File: src/rtl/main_fsm.sv
// main_fsm: multicycle control state machine for the RV32I core.
// Sequences each instruction through fetch/decode/execute/memory/writeback
// and drives datapath mux selects and write strobes (Moore outputs, except
// the FETCH ir_write/pc_update strobes, which are qualified by memory ready).
//
// Parameters:
//   MEM_WAIT_EN   1: FETCH/MEMREAD/MEMWRITE wait for i_mem_ready
//                 0: i_mem_ready treated as constant 1
// Ports:
//   i_clk            clock, rising edge
//   i_rst            synchronous active-high reset
//   i_op             opcode from instruction register
//   i_mem_ready      memory completes current request this cycle
//   o_mem_req        memory request
//   o_pc_update      unconditional PC write enable
//   o_branch         branch state (PC write qualified externally)
//   o_adr_src        memory address select: 0 PC, 1 ALU result register
//   o_mem_write      data memory write
//   o_ir_write       instruction register / old-PC register write
//   o_reg_write      register file write
//   o_result_src     00 ALU result reg, 01 memory data, 10 ALU output
//   o_alu_src_a      00 PC, 01 old PC, 10 rs1, 11 zero
//   o_alu_src_b      00 rs2, 01 immediate, 10 constant 4
//   o_alu_op         00 ADD, 01 SUB, 10 decode funct
//   o_illegal_instr  unsupported opcode seen in DECODE
//   o_fsm_state      current state encoding (debug)
module main_fsm #(
    parameter bit MEM_WAIT_EN = 1'b1
) (
    input  logic       i_clk,
    input  logic       i_rst,
    input  logic [6:0] i_op,
    input  logic       i_mem_ready,
    output logic       o_mem_req,
    output logic       o_pc_update,
    output logic       o_branch,
    output logic       o_adr_src,
    output logic       o_mem_write,
    output logic       o_ir_write,
    output logic       o_reg_write,
    output logic [1:0] o_result_src,
    output logic [1:0] o_alu_src_a,
    output logic [1:0] o_alu_src_b,
    output logic [1:0] o_alu_op,
    output logic       o_illegal_instr,
    output logic [3:0] o_fsm_state
);

    typedef enum logic [3:0] {
        StFetch    = 4'd0,
        StDecode   = 4'd1,
        StMemAdr   = 4'd2,
        StMemRead  = 4'd3,
        StMemWb    = 4'd4,
        StMemWrite = 4'd5,
        StExecuteR = 4'd6,
        StExecuteI = 4'd7,
        StAluWb    = 4'd8,
        StBranch   = 4'd9,
        StJal      = 4'd10,
        StJalr     = 4'd11,
        StLui      = 4'd12
    } state_e;

    state_e state_q, state_d;
    state_e decode_tgt;
    logic   op_legal;
    logic   ready;

    assign ready = MEM_WAIT_EN ? i_mem_ready : 1'b1;

    // Opcode decode used by DECODE for both the branch target and illegal flag.
    always_comb begin
        decode_tgt = StFetch;
        op_legal   = 1'b1;
        case (i_op)
            7'b0000011,
            7'b0100011: decode_tgt = StMemAdr;
            7'b0110011: decode_tgt = StExecuteR;
            7'b0010011: decode_tgt = StExecuteI;
            7'b1100011: decode_tgt = StBranch;
            7'b1101111: decode_tgt = StJal;
            7'b1100111: decode_tgt = StJalr;
            7'b0110111: decode_tgt = StLui;
            7'b0010111: decode_tgt = StAluWb;
            default: begin
                decode_tgt = StFetch;
                op_legal   = 1'b0;
            end
        endcase
    end

    // State register
    always_ff @(posedge i_clk) begin
        if (i_rst) begin
            state_q <= StFetch;
        end else begin
            state_q <= state_d;
        end
    end

    // Next-state logic
    always_comb begin
        state_d = StFetch;
        case (state_q)
            StFetch:    state_d = ready ? StDecode : StFetch;
            StDecode:   state_d = decode_tgt;
            StMemAdr:   state_d = i_op[5] ? StMemWrite : StMemRead;
            StMemRead:  state_d = ready ? StMemWb : StMemRead;
            StMemWb:    state_d = StFetch;
            StMemWrite: state_d = ready ? StFetch : StMemWrite;
            StExecuteR: state_d = StAluWb;
            StExecuteI: state_d = StAluWb;
            StAluWb:    state_d = StFetch;
            StBranch:   state_d = StFetch;
            StJal:      state_d = StAluWb;
            StJalr:     state_d = StJal;
            StLui:      state_d = StAluWb;
            default:    state_d = StFetch;
        endcase
    end

    // Output decode; reset forces FETCH selects with every strobe low.
    always_comb begin
        o_mem_req       = 1'b0;
        o_pc_update     = 1'b0;
        o_branch        = 1'b0;
        o_adr_src       = 1'b0;
        o_mem_write     = 1'b0;
        o_ir_write      = 1'b0;
        o_reg_write     = 1'b0;
        o_result_src    = 2'b00;
        o_alu_src_a     = 2'b00;
        o_alu_src_b     = 2'b00;
        o_alu_op        = 2'b00;
        o_illegal_instr = 1'b0;
        o_fsm_state     = 4'd0;
        if (i_rst) begin
            o_alu_src_b  = 2'b10;
            o_result_src = 2'b10;
        end else begin
            o_fsm_state = state_q;
            case (state_q)
                StFetch: begin
                    o_mem_req    = 1'b1;
                    o_alu_src_b  = 2'b10;
                    o_result_src = 2'b10;
                    o_ir_write   = ready;
                    o_pc_update  = ready;
                end
                StDecode: begin
                    // Precompute oldPC + imm for branch/jal targets.
                    o_alu_src_a     = 2'b01;
                    o_alu_src_b     = 2'b01;
                    o_illegal_instr = ~op_legal;
                end
                StMemAdr: begin
                    o_alu_src_a = 2'b10;
                    o_alu_src_b = 2'b01;
                end
                StMemRead: begin
                    o_mem_req = 1'b1;
                    o_adr_src = 1'b1;
                end
                StMemWb: begin
                    o_result_src = 2'b01;
                    o_reg_write  = 1'b1;
                end
                StMemWrite: begin
                    o_mem_req   = 1'b1;
                    o_adr_src   = 1'b1;
                    o_mem_write = 1'b1;
                end
                StExecuteR: begin
                    o_alu_src_a = 2'b10;
                    o_alu_op    = 2'b10;
                end
                StExecuteI: begin
                    o_alu_src_a = 2'b10;
                    o_alu_src_b = 2'b01;
                    o_alu_op    = 2'b10;
                end
                StAluWb: begin
                    o_reg_write = 1'b1;
                end
                StBranch: begin
                    o_alu_src_a = 2'b10;
                    o_alu_op    = 2'b01;
                    o_branch    = 1'b1;
                end
                StJal: begin
                    // PC takes the target; ALU forms the link value oldPC + 4.
                    o_alu_src_a = 2'b01;
                    o_alu_src_b = 2'b10;
                    o_pc_update = 1'b1;
                end
                StJalr: begin
                    o_alu_src_a = 2'b10;
                    o_alu_src_b = 2'b01;
                end
                StLui: begin
                    o_alu_src_a = 2'b11;
                    o_alu_src_b = 2'b01;
                end
                default: begin
                    o_fsm_state = state_q;
                end
            endcase
        end
    end

endmodule

File: config.mk
export PLATFORM = sky130hd
export DESIGN_NAME = main_fsm
export DESIGN_NICKNAME = d
export VERILOG_FILES = /design/src/rtl/main_fsm.sv
export SDC_FILE = /design/constraint.sdc
export NUM_CORES = 1
export LEC_CHECK = 0
export CAP_MARGIN = 20
export CORE_UTILIZATION = 44
export DETAILED_ROUTE_END_ITERATION = 10
export GPL_TIMING_DRIVEN = 0
export PLACE_DENSITY = 0.87
export SYNTH_ARGS = -nofsm -noshare
export SYNTH_HDL_FRONTEND = slang
export SYNTH_SLANG_ARGS = --single-unit
File: constraint.sdc
create_clock -name i_clk -period 2.71 [get_ports i_clk]
set_clock_uncertainty 0.05 [all_clocks]
set_input_delay 0.542 -clock i_clk [delete_from_list [all_inputs] [get_ports i_clk]]
set_output_delay 0.542 -clock i_clk [all_outputs]
set_load 0.02 [all_outputs]
# == Word-level counts from Yosys, hierarchy flattened ==
# Index checks and enable logic that the tools add are counted.
# totals
register_bits,4
input_bits,10
output_inout_bits,20
wordCells,67
# op_classes
n_eq_ne,21
n_mux,32
bitwise,1
reduce_logical,12
# op_table
operator,n
4-bit one-hot mux with 8 select lines,1
4-bit one-hot mux with 7 select lines,1
"7-bit by 6-bit == test with 1-bit output, second input constant",3
"7-bit == test, second input constant",3
"4-bit == test, second input constant",5
1-bit 2-to-1 mux,17
"4-bit by 3-bit == test with 1-bit output, second input constant",4
"7-bit by 5-bit == test with 1-bit output, second input constant",2
2-bit one-hot mux with 2 select lines,3
2-bit OR reduction,6
5-bit OR reduction,2
3-bit 2-to-1 mux,3
9-bit OR reduction,1
"4-bit by 2-bit == test with 1-bit output, second input constant",2
2-bit 2-to-1 mux,4
"7-bit by 2-bit == test with 1-bit output, second input constant",1
2-bit one-hot mux with 3 select lines,1
"4-bit by 1-bit == test with 1-bit output, second input constant",1
4-bit zero test,1
4-bit 2-to-1 mux,1
4-bit OR reduction,1
3-bit OR reduction,1
1-bit one-hot mux with 2 select lines,1
1-bit NOT,1

# == Depth between registers and ports, before layout ==
# Gate-level depths: netlist of the first run.
# logic_depth
word_depth,6
ltp_mapped,6

# == Worst setup path before layout of the first run ==
# No wires, ideal clock.
# synth_path
path_kind,input to output
start,input port i_rst
end,output port o_alu_op[0]
t_arrival_ns,1.427
required_time_ns,2.118
setup_slack_ns,0.691
cell_stages,2
path_buffers,1
cell_sequence,clkbuf_1 nor4_1
# synth_between
elab_chain_cells,1
# synth_lines
item,line_no,source
from (decl),31,"input logic i_rst,"
2-bit 2-to-1 mux,138,if (i_rst) begin
to (decl),44,"output logic [1:0] o_alu_op,"
# No other way between the ends.

# == Final worst setup path of the first run ==
# layout_path
start,input port i_op[6]
end,output port o_illegal_instr
# layout_between
elab_chain_cells,6
word_cells_on_any_way,14
# layout_lines
item,line_no,source
from (decl),32,"input logic [6:0] i_op,"
"7-bit by 5-bit == test with 1-bit output, or another cell as far along",76,case (i_op)
9-bit OR reduction (no source line) *,-,
1-bit 2-to-1 mux *,76,
1-bit NOT *,155,o_illegal_instr = ~op_legal;
1-bit 2-to-1 mux *,143,case (state_q)
1-bit 2-to-1 mux *,138,
to (decl),45,"output logic o_illegal_instr,"
# Mark *: on every way between the ends. The rest lies on a longest branch, timed or not.

==> results of run 1 <==
## worst register-to-register path, delay by kind of cell (launching register included)
kind,cells,cell delay [ns]
AOI/OAI and AO/OA,1,0.51
and+or+nand+nor,1,0.10
buffers and inverters,1,0.26
DFF,1,0.40
## layout make-up
class | count | area (µm²)
plain buffers | 8 | 51.3
fillers | 119 | 348
flip-flops and latches | 4 | 80.1
repair buffers | 29 | 292
multi-input cells | 90 | 543
inverters | 3 | 11.3
clock buffers | 3 | 22.5
well taps | 15 | 18.8
## power by group through the flow
stage	combinational, mW	sequential [mW]	clock, mW
final	0.0907	0.0611	0.0694
after global routing	0.0989	0.0612	0.0813
after CTS	0.0901	0.0612	0.0722
after detailed placement	0.0914	0.0621	0
after global placement	0.0886	0.0617	0
after floorplan	0.0507	0.0616	0
## cells in the mapped netlist, drive strengths merged, types with 2 or more instances
cell type,instances,area [µm²]
a21o,2,15.0
a21oi,10,50.1
and2,2,12.5
buf,7,42.5
dfxtp,4,80.1
inv,2,7.51
nand2,5,18.8
nand2b,6,37.5
nand3b,3,22.5
nand4b,3,26.3
nor2,16,60.1
nor2b,6,37.5
nor3,5,25.0
nor3b,2,15.0
nor4,4,31.3
o211a,2,20.0
o21ai,10,50.1
o31ai,3,22.5
xnor2,2,17.5
## worst paths after layout
path              start  slack, ns         endpoint
max             i_op[6]       0.10  o_illegal_instr
min          state_q[2]       0.65       state_q[2]
max reg2reg  state_q[3]       1.25       state_q[1]
min reg2reg  state_q[2]       0.65       state_q[2]
## through the flow
stage	hold WS, ns	power [mW]
after floorplan	0.597	0.112
after global placement	0.647	0.150
after CTS	0.656	0.223
final	0.650	0.221
after detailed placement	0.650	0.153
after global routing	0.692	0.241
## cell families (layout without fill, tap and decap cells)
group | after synthesis | in the layout | share of synthesized area
simple gates | 55 | 55 | 0.458
compound gates | 32 | 32 | 0.299
buf+inv | 11 | 43 | 0.0849
xor+xnor | 2 | 2 | 0.0258
flops | 4 | 4 | 0.118
mux | 1 | 1 | 0.0148
## layout by cell type (no fill, tap or decap), types with 2 or more instances in the layout
cell	synthesis	layout
nand2b_1	6	6
nand4b_1	3	3
a21oi_1	10	10
o211a_1	2	2
nor2b_1	6	6
o31ai_1	3	3
dlymetal6s2s_1	0	4
o21ai_1	2	2
nor3_1	5	5
nor2_1	16	15
xnor2_1	2	2
dlygate4sd2_1	0	7
clkdlybuf4s50_1	0	18
clkbuf_4	0	4
o21ai_0	8	8
nor3b_1	2	2
inv_1	2	2
and2_1	2	2
nor4_1	3	3
nand3b_1	3	3
a21o_1	2	2
dfxtp_1	4	4
nand2_1	5	5
buf_2	4	4
## metal layers
metal,vias up,global-route usage,part of all wire
met3,0,0.0598,0.044
met4,0,0.00806,0
met5,-,0,0
met2,30,0.488,0.50
met1,403,0.308,0.46
li1,448,-,-
==> metrics.log, run 1 <==
[metrics] number of cells traversed by the worst hold path: 4
[metrics] first-pass detailed-route iteration total: 4
[metrics] routed length per placed instance: 13.0 µm
[metrics] number of rows in the core area: 13
[metrics] minimum clock period after layout: 2.61 ns
[metrics] unrepaired setup endpoints after global routing: no
[metrics] count of pins over their slew limit: 0
[metrics] worst hold path class: flip-flop to flip-flop
[metrics] setup violators final: 0
[metrics] kind of end point of the critical path: output pin
[metrics] post_cts resized: 8
[metrics] GPL Wtd Cong: 0.817
[metrics] number of max-cap violations: 0
[metrics] flip-flop count of the largest register after layout: 4
[metrics] static leakage: 0.466 nW
[metrics] Post-layout nets: 149
[metrics] area of all placed cells without fillers: 1020 µm²
[metrics] largest registers: state_q x4
[metrics] layout overhead on the synthesized area: 50.2%
[metrics] Power Density: 217 nW/µm²
[metrics] share of the clock period used by the worst path after layout: 0.961
[metrics] detailed-route DRC error count: 0
[metrics] peak fanout along the critical path: 6
[metrics] Worst R2R Path Depth: 3
[metrics] Max IR drop VDD: 0.000335 V
[metrics] Synth Net Count: 115
[metrics] Layout Utilization: 0.745
[metrics] setup total negative slack: 0 ns
[metrics] slew at the pin with the worst max-slew slack: 0.458 ns
[metrics] Placed Cells: 149
[metrics] sum of routed wire length over all layers: 1980 µm
[metrics] Post-Syn Instances: 105
[metrics] Clk Tree Root Cell: clkbuf_4
[metrics] total global-route track usage: 0.259
[metrics] cell at the slowest stage of the critical path: clkdlybuf4s50_1
[metrics] effective utilization at floorplan: 0.496
[metrics] buffers inserted during post-CTS setup optimization: 0
[metrics] detail-routed via count per cell: 5.80
[metrics] insertion delay to the later sink of the worst-skew pair: 0.23 ns
[metrics] largest net degree at the start of global routing: 11
[metrics] number of warnings issued by yosys: 0
[metrics] Worst Setup Slack post-DPL: -0.171 ns
[metrics] register bit total from synthesis: 4
[metrics] filler-free cell count of the finished design: 152
[metrics] vertical die dimension: 41.3 µm
[metrics] post-CTS clock slew at the launch and capture registers of the worst setup and hold paths: 0.03 ns
[metrics] total vias in the final route: 881
[metrics] TritonCTS sink count: 4
[metrics] global-route wire length before repair: 2990 µm
[metrics] Final WS setup: 0.105 ns
[metrics] Die X-Extent: 41.3 µm
[metrics] count of different cell masters after synthesis: 35
[metrics] cell family with most CP delay: buffers and inverters
[metrics] register with the most flip-flops: state_q
[metrics] area inside the core boundary: 1370 µm²
[metrics] Achievable Freq: 0.384 GHz
[metrics] combinational fraction of design power: 0.410
[metrics] number of synthesized flops with an enable pin: 0
[metrics] Sequential Power Share: 0.276
[metrics] Worst Path Required: 2.12 ns
[metrics] largest stage delay on the critical path: 0.49 ns
[metrics] share of synthesized registers carrying an async set or reset: 0
[metrics] antenna diode count: 0
[metrics] net switching power of the design: 0.0695 mW
[metrics] sequential element share of the synthesized area: 0.118
[metrics] Crit path arrival time: 2.01 ns
[metrics] Total Die Area: 1700 µm²
[metrics] CTS tree: yes
[metrics] number of H-tree levels: 1
[metrics] outcome: finished clean
[metrics] total I/O pin count: 30
[metrics] number of antenna violations at the first check in global routing: 0
[metrics] cts-stage hold buffer count: 0
[metrics] Internal Dissipation: 0.152 mW
[metrics] global-route congestion overflow total: 0
[metrics] Buffers on Ports: 29
[metrics] vias in the first global route: 709
[metrics] Critical Setup Path Class: input port to output pin
[metrics] startpoint kind of the worst setup timing path: input port
[metrics] initial detailed-routing violation count: 11
[metrics] Inserted Clock Buffers: 3
[metrics] Critical Path Stages: 6
[metrics] DPL Wire Length: 1580 µm
[metrics] fraction of final layout cells sized beyond drive strength 1: 0.102
[metrics] buffering stage count on the worst path with inverters included: 2
[metrics] DP Area: 987 µm²
[metrics] average cell area after synthesis: 6.46 µm²
[metrics] clock network fraction of total power: 0.314
[metrics] hold violation count in the final report: 0
[metrics] area of the mapped netlist: 678 µm²
[metrics] Top FF cell, synth: dfxtp_1
[metrics] critical path cell sequence: clkdlybuf4s50_1, nand2b_1, o21ai_0, a21oi_1, o211a_1, dlygate4sd2_1
[metrics] Max-Slew Margin vs Limit: 0.690
[metrics] switch share: 0.314
[metrics] Detail Route Antenna Nets: 0
[metrics] maximum root-to-sink buffer count: 2
No activity file was read; power rests on OpenSTA's default activity.
==> inputs of run 2 (changes only) <==
- CTS_BUF_LIST: unset -> sky130_fd_sc_hd__clkbuf_8 sky130_fd_sc_hd__clkbuf_16
==> metrics.log, run 2 (synthesis results as in run 1) <==
[metrics] routed length per placed instance: 13.4 µm
[metrics] vertical die dimension: 41.3 µm
[metrics] net switching power of the design: 0.0772 mW
[metrics] post-CTS clock slew at the launch and capture registers of the worst setup and hold paths: 0.03 ns
[metrics] setup violators final: 0
[metrics] minimum clock period after layout: 2.61 ns
[metrics] unrepaired setup endpoints after global routing: no
[metrics] number of H-tree levels: 1
[metrics] largest net degree at the start of global routing: 11
[metrics] number of max-cap violations: 0
[metrics] share of the clock period used by the worst path after layout: 0.963
[metrics] detailed-route DRC error count: 0
[metrics] initial detailed-routing violation count: 18
[metrics] worst hold path class: flip-flop to flip-flop
[metrics] buffers inserted during post-CTS setup optimization: 0
[metrics] Power Density: 265 nW/µm²
[metrics] most frequent cells in the layout: 19 x clkdlybuf4s50_1, 15 x nor2_1, 10 x a21oi_1, 8 x o21ai_0
[metrics] Post-layout nets: 149
[metrics] final worst hold slack: 0.652 ns
[metrics] Detail Route Antenna Nets: 0
[metrics] maximum root-to-sink buffer count: 2
[metrics] area inside the core boundary: 1370 µm²
[metrics] hold violation count in the final report: 0
[metrics] slew at the pin with the worst max-slew slack: 0.457 ns
[metrics] Internal Dissipation: 0.198 mW
[metrics] Layout Utilization: 0.760
[metrics] insertion delay to the later sink of the worst-skew pair: 0.21 ns
[metrics] register with the most flip-flops: state_q
[metrics] largest registers: state_q x4
[metrics] global-route congestion overflow total: 0
[metrics] clock network fraction of total power: 0.445
[metrics] cts-stage hold buffer count: 0
[metrics] filler-free cell count of the finished design: 152
[metrics] number of antenna violations at the first check in global routing: 0
[metrics] combinational fraction of design power: 0.332
[metrics] first-pass detailed-route iteration total: 4
[metrics] flip-flop count of the largest register after layout: 4
[metrics] Crit path arrival time: 2.02 ns
[metrics] GPL Wtd Cong: 0.817
[metrics] total vias in the final route: 892
[metrics] post_cts resized: 7
[metrics] outcome: finished clean
[metrics] static leakage: 0.470 nW
[metrics] count of pins over their slew limit: 0
[metrics] switch share: 0.281
[metrics] DPL Wire Length: 1580 µm
[metrics] most common cell after layout, fill and taps aside: clkdlybuf4s50_1
[metrics] Die X-Extent: 41.3 µm
[metrics] Max-Slew Margin vs Limit: 0.690
[metrics] Buffers on Ports: 29
[metrics] CTS tree: yes
[metrics] startpoint kind of the worst setup timing path: input port
[metrics] Clk Tree Root Cell: clkbuf_8
[metrics] detail-routed via count per cell: 5.87
[metrics] Worst Path Required: 2.12 ns
[metrics] Inserted Clock Buffers: 3
[metrics] global-route wire length before repair: 3030 µm
[metrics] Final Power: 0.275 mW
[metrics] total I/O pin count: 30
[metrics] sum of routed wire length over all layers: 2030 µm
[metrics] peak fanout along the critical path: 6
[metrics] total global-route track usage: 0.265
[metrics] TritonCTS sink count: 4
[metrics] fraction of final layout cells sized beyond drive strength 1: 0.102
[metrics] layout overhead on the synthesized area: 53.1%
[metrics] Total Die Area: 1700 µm²
[metrics] antenna diode count: 0
[metrics] Achievable Freq: 0.383 GHz
[metrics] Critical Setup Path Class: input port to output pin
[metrics] Placed Cells: 149
[metrics] effective utilization at floorplan: 0.496
[metrics] Sequential Power Share: 0.223
[metrics] number of rows in the core area: 13
[metrics] Max IR drop VDD: 0.000279 V
[metrics] vias in the first global route: 711
[metrics] kind of end point of the critical path: output pin
-- run 2: changes by cell type in the layout (fill, tap and decap cells not counted) --
cell	before	now
clkbuf_4	4	1
clkdlybuf4s50_1	18	19
dlygate4sd2_1	7	6
clkbuf_8	0	3
-- run 2: final timing paths --
| path | startpoint | end | slack [ns] | cells past startpoint |
|---|---|---|---|---|
| max | i_op[6] | o_illegal_instr | 0.1 | 6 |
| min | state_q[2] | state_q[2] | 0.65 | 4 |
| max reg2reg | state_q[3] | state_q[1] | 1.27 | 3 |
| min reg2reg | state_q[2] | state_q[2] | 0.65 | 4 |
-- run 2: layout make-up --
class	count	area, µm²
Tap cell	15	18.8
Buffer	8	51.3
Fill cell	114	328
Multi-Input combinational cell	90	543
Timing Repair Buffer	29	293
Sequential cell	4	80.1
Clock buffer	3	41.3
Inverter	3	11.3
-- run 2: worst max-delay path, stage by stage --
cell             delay, ns
clkdlybuf4s50_1       0.50
nand2b_1              0.24
o21ai_0               0.17
a21oi_1               0.06
o211a_1               0.20
dlygate4sd2_1         0.31
-- run 2: layer usage --
metal  share of wire  track usage  up-vias
met1            0.45        0.315      411
met3           0.055       0.0761        0
li1                -            -      451
met2            0.49        0.488       30
met5               0            0        -
met4               0      0.00806        0
-- run 2: through the flow --
stage	worst slack, ns	instance area, µm²	setup TNS, ns
after floorplan	0.691	678	0
after global placement	-0.134	987	-0.803
after detailed placement	-0.171	987	-1.04
after CTS	0.00241	1020	0
after global routing	0.0141	1040	0
final	0.100	1040	0
-- run 2: power groups by stage --
stage,Sequential [mW],Clock [mW],Combinational (mW)
finish,0.0613,0.122,0.0913
global route,0.0614,0.133,0.0995
CTS,0.0613,0.124,0.0906
detailed placement,0.0621,0,0.0914
global placement,0.0617,0,0.0886
floorplan,0.0616,0,0.0507
==> inputs of run 3 (changes only) <==
- CAP_MARGIN: 20 -> unset
==> results of run 3 <==
Final layout, timing and power as in run 2 (identical DEF).
